File: src/rtl/interp2_poly_fir.sv
// Polyphase interpolate-by-2 FIR with signed +/-1 taps, valid/ready on both sides.
// Optional macro INTERP2_ROUND_EN switches tap pre-scaling from truncation to round-half-up.
module interp2_poly_fir #(
    parameter int               IN_W     = 15,
    parameter int               OUT_W    = 18,
    parameter int               NTAPS    = 4,
    parameter int               SHIFT    = 1,
    parameter logic [NTAPS-1:0] PH0_SIGN = '0,
    parameter logic [NTAPS-1:0] PH1_SIGN = NTAPS'(4'b0110)
) (
    input  logic                    clk,
    input  logic                    rst,
    input  logic signed [IN_W-1:0]  xin,
    input  logic                    in_valid,
    output logic                    in_ready,
    input  logic                    mode,
    output logic signed [OUT_W-1:0] out,
    output logic                    out_phase,
    output logic                    out_valid,
    input  logic                    out_ready
);

    typedef logic [NTAPS-1:0][IN_W-1:0] taps_t;

`ifdef INTERP2_ROUND_EN
    localparam logic signed [IN_W:0] RND = (IN_W + 1)'((2 ** SHIFT) / 2);
`endif

    function automatic logic signed [OUT_W-1:0] scale_tap(input logic signed [IN_W-1:0] t);
`ifdef INTERP2_ROUND_EN
        logic signed [IN_W:0] wide;
        // One guard bit keeps the rounding offset from wrapping at the positive limit.
        wide = {t[IN_W-1], t} + RND;
        return OUT_W'(wide >>> SHIFT);
`else
        logic signed [IN_W-1:0] sh;
        sh = t >>> SHIFT;
        return OUT_W'(sh);
`endif
    endfunction

    function automatic logic signed [OUT_W-1:0] poly_sum(input logic [NTAPS-1:0] sgn,
                                                         input taps_t taps);
        logic signed [OUT_W-1:0] acc;
        // NOTE: blocking assignments are correct here; acc is a combinational
        // accumulator rebuilt on every call, never a stored state element.
        acc = '0;
        for (int i = 0; i < NTAPS; i++) begin
            if (sgn[i]) acc = acc - scale_tap(taps[i]);
            else        acc = acc + scale_tap(taps[i]);
        end
        return acc;
    endfunction

    taps_t dly;
    taps_t new_taps;
    logic  mode_q;
    logic  last;
    logic  accept;
    logic  advance;

    // new_taps[0] is the incoming sample; it is also the next history contents.
    assign new_taps = {dly[NTAPS-2:0], xin};

    assign last     = mode_q | out_phase;
    assign in_ready = !out_valid | (out_ready & last);
    assign accept   = in_valid & in_ready;
    assign advance  = out_valid & out_ready & !out_phase & !mode_q;

    always_ff @(posedge clk) begin
        // NOTE: every register, history included, is cleared on reset so a
        // restarted stream never mixes in samples from before the reset.
        if (rst) begin
            dly       <= '0;
            out       <= '0;
            out_phase <= 1'b0;
            out_valid <= 1'b0;
            mode_q    <= 1'b0;
        end else if (accept) begin
            // NOTE: non-blocking assignments so every register samples
            // pre-edge values, independent of statement order.
            dly       <= new_taps;
            mode_q    <= mode;
            out       <= poly_sum(mode ? PH1_SIGN : PH0_SIGN, new_taps);
            out_phase <= mode;
            out_valid <= 1'b1;
        end else if (advance) begin
            out       <= poly_sum(PH1_SIGN, dly);
            out_phase <= 1'b1;
        end else if (out_valid && out_ready) begin
            out_valid <= 1'b0;
        end
    end

endmodule

File: config.mk
export PLATFORM = sky130hd
export DESIGN_NAME = interp2_poly_fir
export DESIGN_NICKNAME = d
export VERILOG_FILES = /design/src/rtl/interp2_poly_fir.sv
export SDC_FILE = /design/constraint.sdc
export NUM_CORES = 1
export LEC_CHECK = 0
export CORE_MARGIN = 3
export CORE_UTILIZATION = 62
export CTS_BUF_LIST = sky130_fd_sc_hd__clkbuf_8
export CTS_CLUSTER_SIZE = 30
export DETAILED_ROUTE_END_ITERATION = 8
export GPL_TIMING_DRIVEN = 0
export PLACE_DENSITY = 0.91
export SLEW_MARGIN = 20
export SYNTH_ARGS = -nofsm -noshare
export SYNTH_HDL_FRONTEND = slang
export SYNTH_SLANG_ARGS = --single-unit
File: constraint.sdc
create_clock -name clk -period 6.9 [get_ports clk]
set_input_delay 0.69 -clock clk [delete_from_list [all_inputs] [get_ports clk]]
set_output_delay 0.69 -clock clk [all_outputs]
set_load 0.01 [all_outputs]
==> summary.txt, run 1 <==
Run status
  – Status: complete, no violations

Yosys
  – Ys async rst share: 0%
  – Yosys cell types: 69
  – Number of synthesized flops with an enable pin: 0
  – Top_reg_cell synth: dfxtp_1
  – Synth Instances: 1065
  – Post-Syn Area per Cell: 7.51 um^2
  – Register bit count reported by yosys: 77
  – Synth warnings: 0
  – Syn_nets: 1194
  – Post-Syn Area: 7990 um^2
  – Sequential area share after synthesis: 19.3%

Floorplan
  – Row count: 40
  – Die Wd: 120 um
  – CORE AREA: 12300 um^2
  – Initial Util: 64.9%
  – Die Area: 14300 um^2
  – Die Ht: 120 um
  – Io pins: 41

Drt
  – Post-Route WL: 21000 um
  – Drt pass-1 iters: 5
  – Detailed router's first-iteration violation count: 673
  – Vias per cell: 6.09
  – Vias: 7830
  – Per-cell routed wire length: 16.3 um
  – # DRC: 0
  – ANT nets after route: 0

Global routing
  – Number of global-route vias before repair: 7582
  – Global route overflow: 0
  – Global-route wire length before repair: 34900 um
  – Initial antenna violation count: 0
  – Total GRT Usage: 29.9%
  – Largest net degree at the start of global routing: 15

Power and ir drop
  – Leakage power: 3.51 nW
  – Power Density: 325 nW/um^2
  – Max VDD drop: 0.000151 V

Hold path
  – Hold_sp: dly[51]
  – Worst min path class: reg2reg
  – Hold path depth: 2
  – WHS Endpoint: dly[51]

Worst setup path
  – Worst Reg2Reg Path Length in Cells: 25
  – Critical Path Start Type: flip-flop
  – FF-to-FF setup slack: 0.57 ns
  – Arr. time, crit path: 6.59 ns
  – Worst Path Required: 7.16 ns
  – Worst Setup End Kind: flip-flop
  – Critical path type: reg2reg
  – Crit path from: dly[2]
  – Max FO, Critical Path: 8
  – R2R Path Start: dly[2]
  – Worst r2r dst: out[17]

Clocking
  – Worst-skew pair later-pin latency: 0.39 ns
  – Hold_buf cts: 0
  – H-Tree Level Count: 3
  – Sinks on the clock net: 77
  – Post-CTS setup buffer count: 0
  – CTS root buf: clkbuf_8
  – TritonCTS clock tree: built
  – CTS Buffer Depth: 2
  – Worst-path clk slew: 0.09 ns
  – Total CTS buffers: 9

Final layout
  – Nets: 1242
  – Post-route design area: 8770 um^2
  – Commonest non-fill, non-tap cell in the layout: nand2_1
  – Non-Filler Instances: 1286
  – Share of cells above drive strength 1: 3.85%
  – # diodes: 0
  – Layout area overhead: 9.77%
  – Filler cells: 1038
  – Commonest non-fill, non-tap cells in the layout: nand2_1 (152), a21oi_1 (126), ha_1 (103)

Timing
  – Fin. max-slew vios: 0
  – Tmin final: 6.33 ns
  – Fmax: 0.158 GHz
  – Rel. slew slack: 39.4%
  – Slew @ Worst Pin: 0.901 ns
  – Clock Skew: 0.0125 ns
  – Setup violations, final: 0
  – Final period utilization: 91.8%
  – RSZ-0062 raised after global routing: no
  – Hold Vio Cnt, Final: 0
  – Setup TNS: 0 ns

Run
  – Max_cap viols: 0

Place
  – GP Congestion: 0.966
  – Cell Area, Placed: 8570 um^2
  – Port Buffer Count: 37
  – HPWL Detailed: 16700 um
  – Placed cells: 1270
worst max-delay path, stage by stage (launching register included):
cell and delay (ns):
dfxtp_1 0.59, inv_1 0.11, ha_1 0.28, mux2_2 0.28, fa_1 0.45, nor2b_1 0.14, o21ai_1 0.09, a21boi_0 0.24
o21ai_0 0.16, a21oi_1 0.29, a21oi_1 0.13, xnor2_1 0.14, ha_1 0.36, and3_1 0.17, o311a_1 0.13, o31ai_1 0.55
xnor2_1 0.19, ha_1 0.34, a21oi_1 0.24, nand2_1 0.08, o311ai_1 0.36, o21ai_1 0.15, xnor2_1 0.15, xnor2_1 0.19
mux2i_1 0.32, a2111oi_2 0.08
sequential cells by signal (all words and copies together) (netlist names):
signal,count
out_phase,1
mode_q,1
out,18
dly,56
out_valid,1
per-stage QoR:
stage	worst slack, ns	utilization (%)	total power (W)	hold WS (ns)
floorplan	1.22	-	0.00202	0.441
global placement	0.216	69.6	0.00240	0.451
finish	0.568	71.3	0.00285	0.464
global route	0.0774	71.3	0.00310	0.485
CTS	0.564	71.3	0.00283	0.467
detailed placement	0.176	69.6	0.00246	0.454
repair_timing:
| item | in CTS | in global routing |
|---|---|---|
| setup endpoints to repair | 0 | 1 |
| gates resized for setup | 0 | 2 |
| hold endpoints to repair | 0 | 0 |
logic make-up after synthesis:
logic type	count (synthesis)	synth area share, %
flip-flops	77	19.3
XOR/XNOR	104	11.6
multiplexers	7	0.892
AND/OR/NAND/NOR	367	21.5
AO/OA/AOI/OAI	301	24.3
adder cells (fa/ha/maj)	109	17.6
buffers and inverters	100	4.84
cell type report:
type                       instances  area, um^2  area share, %
buffer                            38         155           1.77
clock buffer                       9         124           1.41
clock inverter                     7        75.1          0.856
inverter                          62         233           2.65
multi-input combinational        888        6070           69.1
sequential                        77        1540           17.6
tap                              168         210           2.40
timing repair buffer              37         370           4.22
worst max-delay path by stage:
| stage | slack [ns] | endpoint | cells past startpoint |
|---|---|---|---|
| after global placement | 0.22 | out[17] | 26 |
| final | 0.57 | out[17] | 25 |
| after detailed placement | 0.18 | out[17] | 26 |
| after CTS | 0.56 | out[17] | 26 |
| after floorplan | 1.22 | out[17] | 23 |
| after global routing | 0.08 | out[17] | 23 |
where the power goes:
part	total (W)	internal [W]	switching (W)	leakage, nW
Sequential	0.000515	0.000483	0.0000311	0.628
Combinational	0.00197	0.000866	0.00110	2.79
Clock	0.000370	0.000168	0.000202	0.0918
cells in the mapped netlist (17+ instances only):
library cell | number | area (um^2)
nand2_1 | 152 | 571
inv_1 | 62 | 233
xor2_1 | 20 | 175
ha_1 | 103 | 1290
clkbuf_1 | 36 | 135
o21ai_0 | 34 | 170
a21o_1 | 23 | 173
xnor2_1 | 82 | 718
nor2_1 | 83 | 312
a21oi_1 | 126 | 631
a211oi_1 | 17 | 128
dfxtp_1 | 77 | 1540
nor3_1 | 33 | 165
nand3_1 | 22 | 110
metal layers:
layer	global-route usage [%]	share of wire (%)
met1	38.1	44
met2	51.1	47
met4	13.7	3.6
met3	2.83	5.7
met5	0	0
Power figures use the tool's default switching activity.
==> run 2, diff against run 1 <==
--- a/config.mk
+++ b/config.mk
@@ -6,12 +6,12 @@
 export NUM_CORES = 1
 export LEC_CHECK = 0
 export CORE_MARGIN = 3
-export CORE_UTILIZATION = 62
+export CORE_UTILIZATION = 57
 export CTS_BUF_LIST = sky130_fd_sc_hd__clkbuf_8
 export CTS_CLUSTER_SIZE = 30
 export DETAILED_ROUTE_END_ITERATION = 8
 export GPL_TIMING_DRIVEN = 0
-export PLACE_DENSITY = 0.91
+export PLACE_DENSITY = 0.88
 export SLEW_MARGIN = 20
 export SYNTH_ARGS = -nofsm -noshare
 export SYNTH_HDL_FRONTEND = slang
==> constraint.sdc (replaced) <==
create_clock -name clk -period 5.3 [get_ports clk]
set_input_delay 0.53 -clock clk [delete_from_list [all_inputs] [get_ports clk]]
set_output_delay 0.53 -clock clk [all_outputs]
set_load 0.01 [all_outputs]
==> run 2 against run 1 <==
Net effect:
- combinational power up 77%
- first-iteration DRC count is 29% higher
- clock power rose by 35%
- the run now ends with setup timing left
==> summary.txt, run 2 (same netlist as run 1, synthesis figures left out) <==
Run status
  – Failing checks: setup timing
  – Status: finished, violations left

Global routing
  – Global-route wire length before repair: 38100 um
  – Initial antenna violation count: 0
  – Global route overflow: 0
  – Busiest grt layer: met2
  – Largest net degree at the start of global routing: 16
  – M1 GR Usage: 36.8%
  – Grt met2 use: 49.8%
  – Total GRT Usage: 29.5%
  – Number of global-route vias before repair: 7931
  – GR Layer Usage met3: 5.23%

Place
  – Port Buffer Count: 37
  – Cell Area, Placed: 8600 um^2
  – HPWL Detailed: 16400 um
  – GP Congestion: 0.926

Clocking
  – Hold_buf cts: 0
  – H-Tree Level Count: 3
  – Worst-skew pair later-pin latency: 0.40 ns
  – Total CTS buffers: 9
  – CTS Buffer Depth: 2
  – Worst-path clk slew: 0.10 ns
  – TritonCTS clock tree: built
  – CTS root buf: clkbuf_8
  – Sinks on the clock net: 77

Timing
  – Clock Skew: 0.0127 ns
  – RSZ-0062 raised after global routing: yes
  – WHS: 0.464 ns
  – Final period utilization: 106%
  – Slew @ Worst Pin: 0.984 ns
  – Tmin final: 5.61 ns
  – Rel. slew slack: 33.8%
  – Hold Vio Cnt, Final: 0
  – Fmax: 0.178 GHz
  – Setup violations, final: 4
  – Final setup margin: -0.311 ns
  – Fin. max-slew vios: 0

Worst setup path
  – Largest stage delay on the critical path: 0.37 ns
  – Worst setup path endpoint: out[17]
  – Most used cell, CP: xnor2_1
  – Crit path from: dly[1]
  – Arr. time, crit path: 5.88 ns
  – Worst Setup End Kind: flip-flop
  – CP max stage cell: dfxtp_4
  – Worst Reg2Reg Path Length in Cells: 28
  – R2R Path Start: dly[1]
  – Worst Path Required: 5.57 ns
  – Critical path type: reg2reg
  – Critical Path Start Type: flip-flop
  – Worst r2r dst: out[17]
  – FF-to-FF setup slack: -0.31 ns
  – Max FO, Critical Path: 3

Power and ir drop
  – Max VDD drop: 0.000266 V
  – Leakage power: 3.86 nW
  – Power Density: 475 nW/um^2

Floorplan
  – Initial Util: 59.4%
  – Row count: 42
  – Die Wd: 124 um
  – Die Ht: 124 um
  – Die Area: 15500 um^2
  – Io pins: 41
  – CORE AREA: 13500 um^2

Drt
  – Per-cell routed wire length: 18.6 um
  – ANT nets after route: 0
  – Drt pass-1 iters: 5
  – # DRC: 0
  – Detailed router's first-iteration violation count: 869
  – Vias per cell: 6.29
  – Post-Route WL: 24900 um
  – Vias: 8446

Final layout
  – Most flop-heavy register: dly
  – Commonest non-fill, non-tap cell in the layout: nand2_1
  – Commonest non-fill, non-tap cells in the layout: nand2_1 (150), a21oi_1 (111), nor2_1 (81), ha_1 (81), xnor2_1 (75)
  – Filler cells: 1003
  – Nets: 1290
  – Post-route design area: 9800 um^2
  – Largest registers: dly: 56 flops, out: 18 flops
  – Share of cells above drive strength 1: 16.8%
  – Largest register FFs: 56
  – Layout area overhead: 22.6%
  – # diodes: 0

Hold path
  – Worst min path class: reg2reg
  – Hold_sp: dly[46]

Run
  – Max_cap viols: 0
==> run 2: worst max-delay path: cells and delay by family, from the launching register on <==
kind | cells | cell delay [ns]
and+or+nand+nor | 3 | 0.44
AOI/OAI and AO/OA | 13 | 1.94
buffers and inverters | 2 | 0.21
DFF | 1 | 0.37
adders and majority gates | 4 | 1.18
xor gates and xnor gates | 4 | 0.75
muxes | 2 | 0.62
==> run 2: worst min-delay path by stage <==
stage / endpoint / slack, ns / cells past startpoint
floorplan: dly[46] / 0.44 / 2
global placement: dly[49] / 0.45 / 2
detailed placement: dly[46] / 0.45 / 2
CTS: dly[55] / 0.47 / 2
global route: dly[54] / 0.48 / 2
finish: dly[46] / 0.46 / 2
==> run 2: power by group <==
part	internal [W]	leakage (nW)	total, W	switching [W]
Sequential	0.000629	0.632	0.000666	0.0000373
Clock	0.000225	0.106	0.000500	0.000275
Combinational	0.00161	3.12	0.00349	0.00188
==> run 2: what timing repair did <==
| action | in CTS | in global routing |
|---|---|---|
| buffers inserted | 35 | 13 |
| hold endpoints to repair | 0 | 0 |
| setup endpoints to repair | 8 | 7 |
| gates resized for setup | 83 | 55 |
| cloned | 0 | 0 |
| pin swaps | 57 | 35 |
==> run 2: stage by stage <==
| step | power (W) | worst slack [ns] | std cells | utilization [%] | TNS (ns) |
|---|---|---|---|---|---|
| 6_report | 0.00466 | -0.311 | 1342 | 72.9 | -0.713 |
| 5_1_grt | 0.00493 | -0.456 | 1342 | 72.9 | -1.58 |
| 4_1_cts | 0.00414 | -0.000919 | 1329 | 70.0 | -0.000919 |
| 3_5_place_dp | 0.00320 | -0.857 | 1278 | 63.9 | -2.96 |
| 3_3_place_gp | 0.00314 | -0.781 | 1278 | 63.9 | -2.43 |
| 2_1_floorplan | 0.00264 | 0.00862 | 1065 | - | 0 |
==> run 2: layout make-up <==
cell class,instances,area [um^2],share of cell area [%]
Buffer,38,166,1.70
Clock buffer,9,124,1.26
Clock inverter,7,81.3,0.830
Inverter,62,235,2.40
Multi-Input combinational cell,888,6680,68.2
Sequential cell,77,1560,15.9
Tap cell,176,220,2.25
Timing Repair Buffer,85,731,7.46
==> run 2: routing by layer <==
layer	wire (um)	share of wire, %	up-vias
li1	-	-	3972
met1	10200	41	3915
met2	11700	47	448
met3	1900	7.6	111
met4	1100	4.4	0
met5	0	0	-
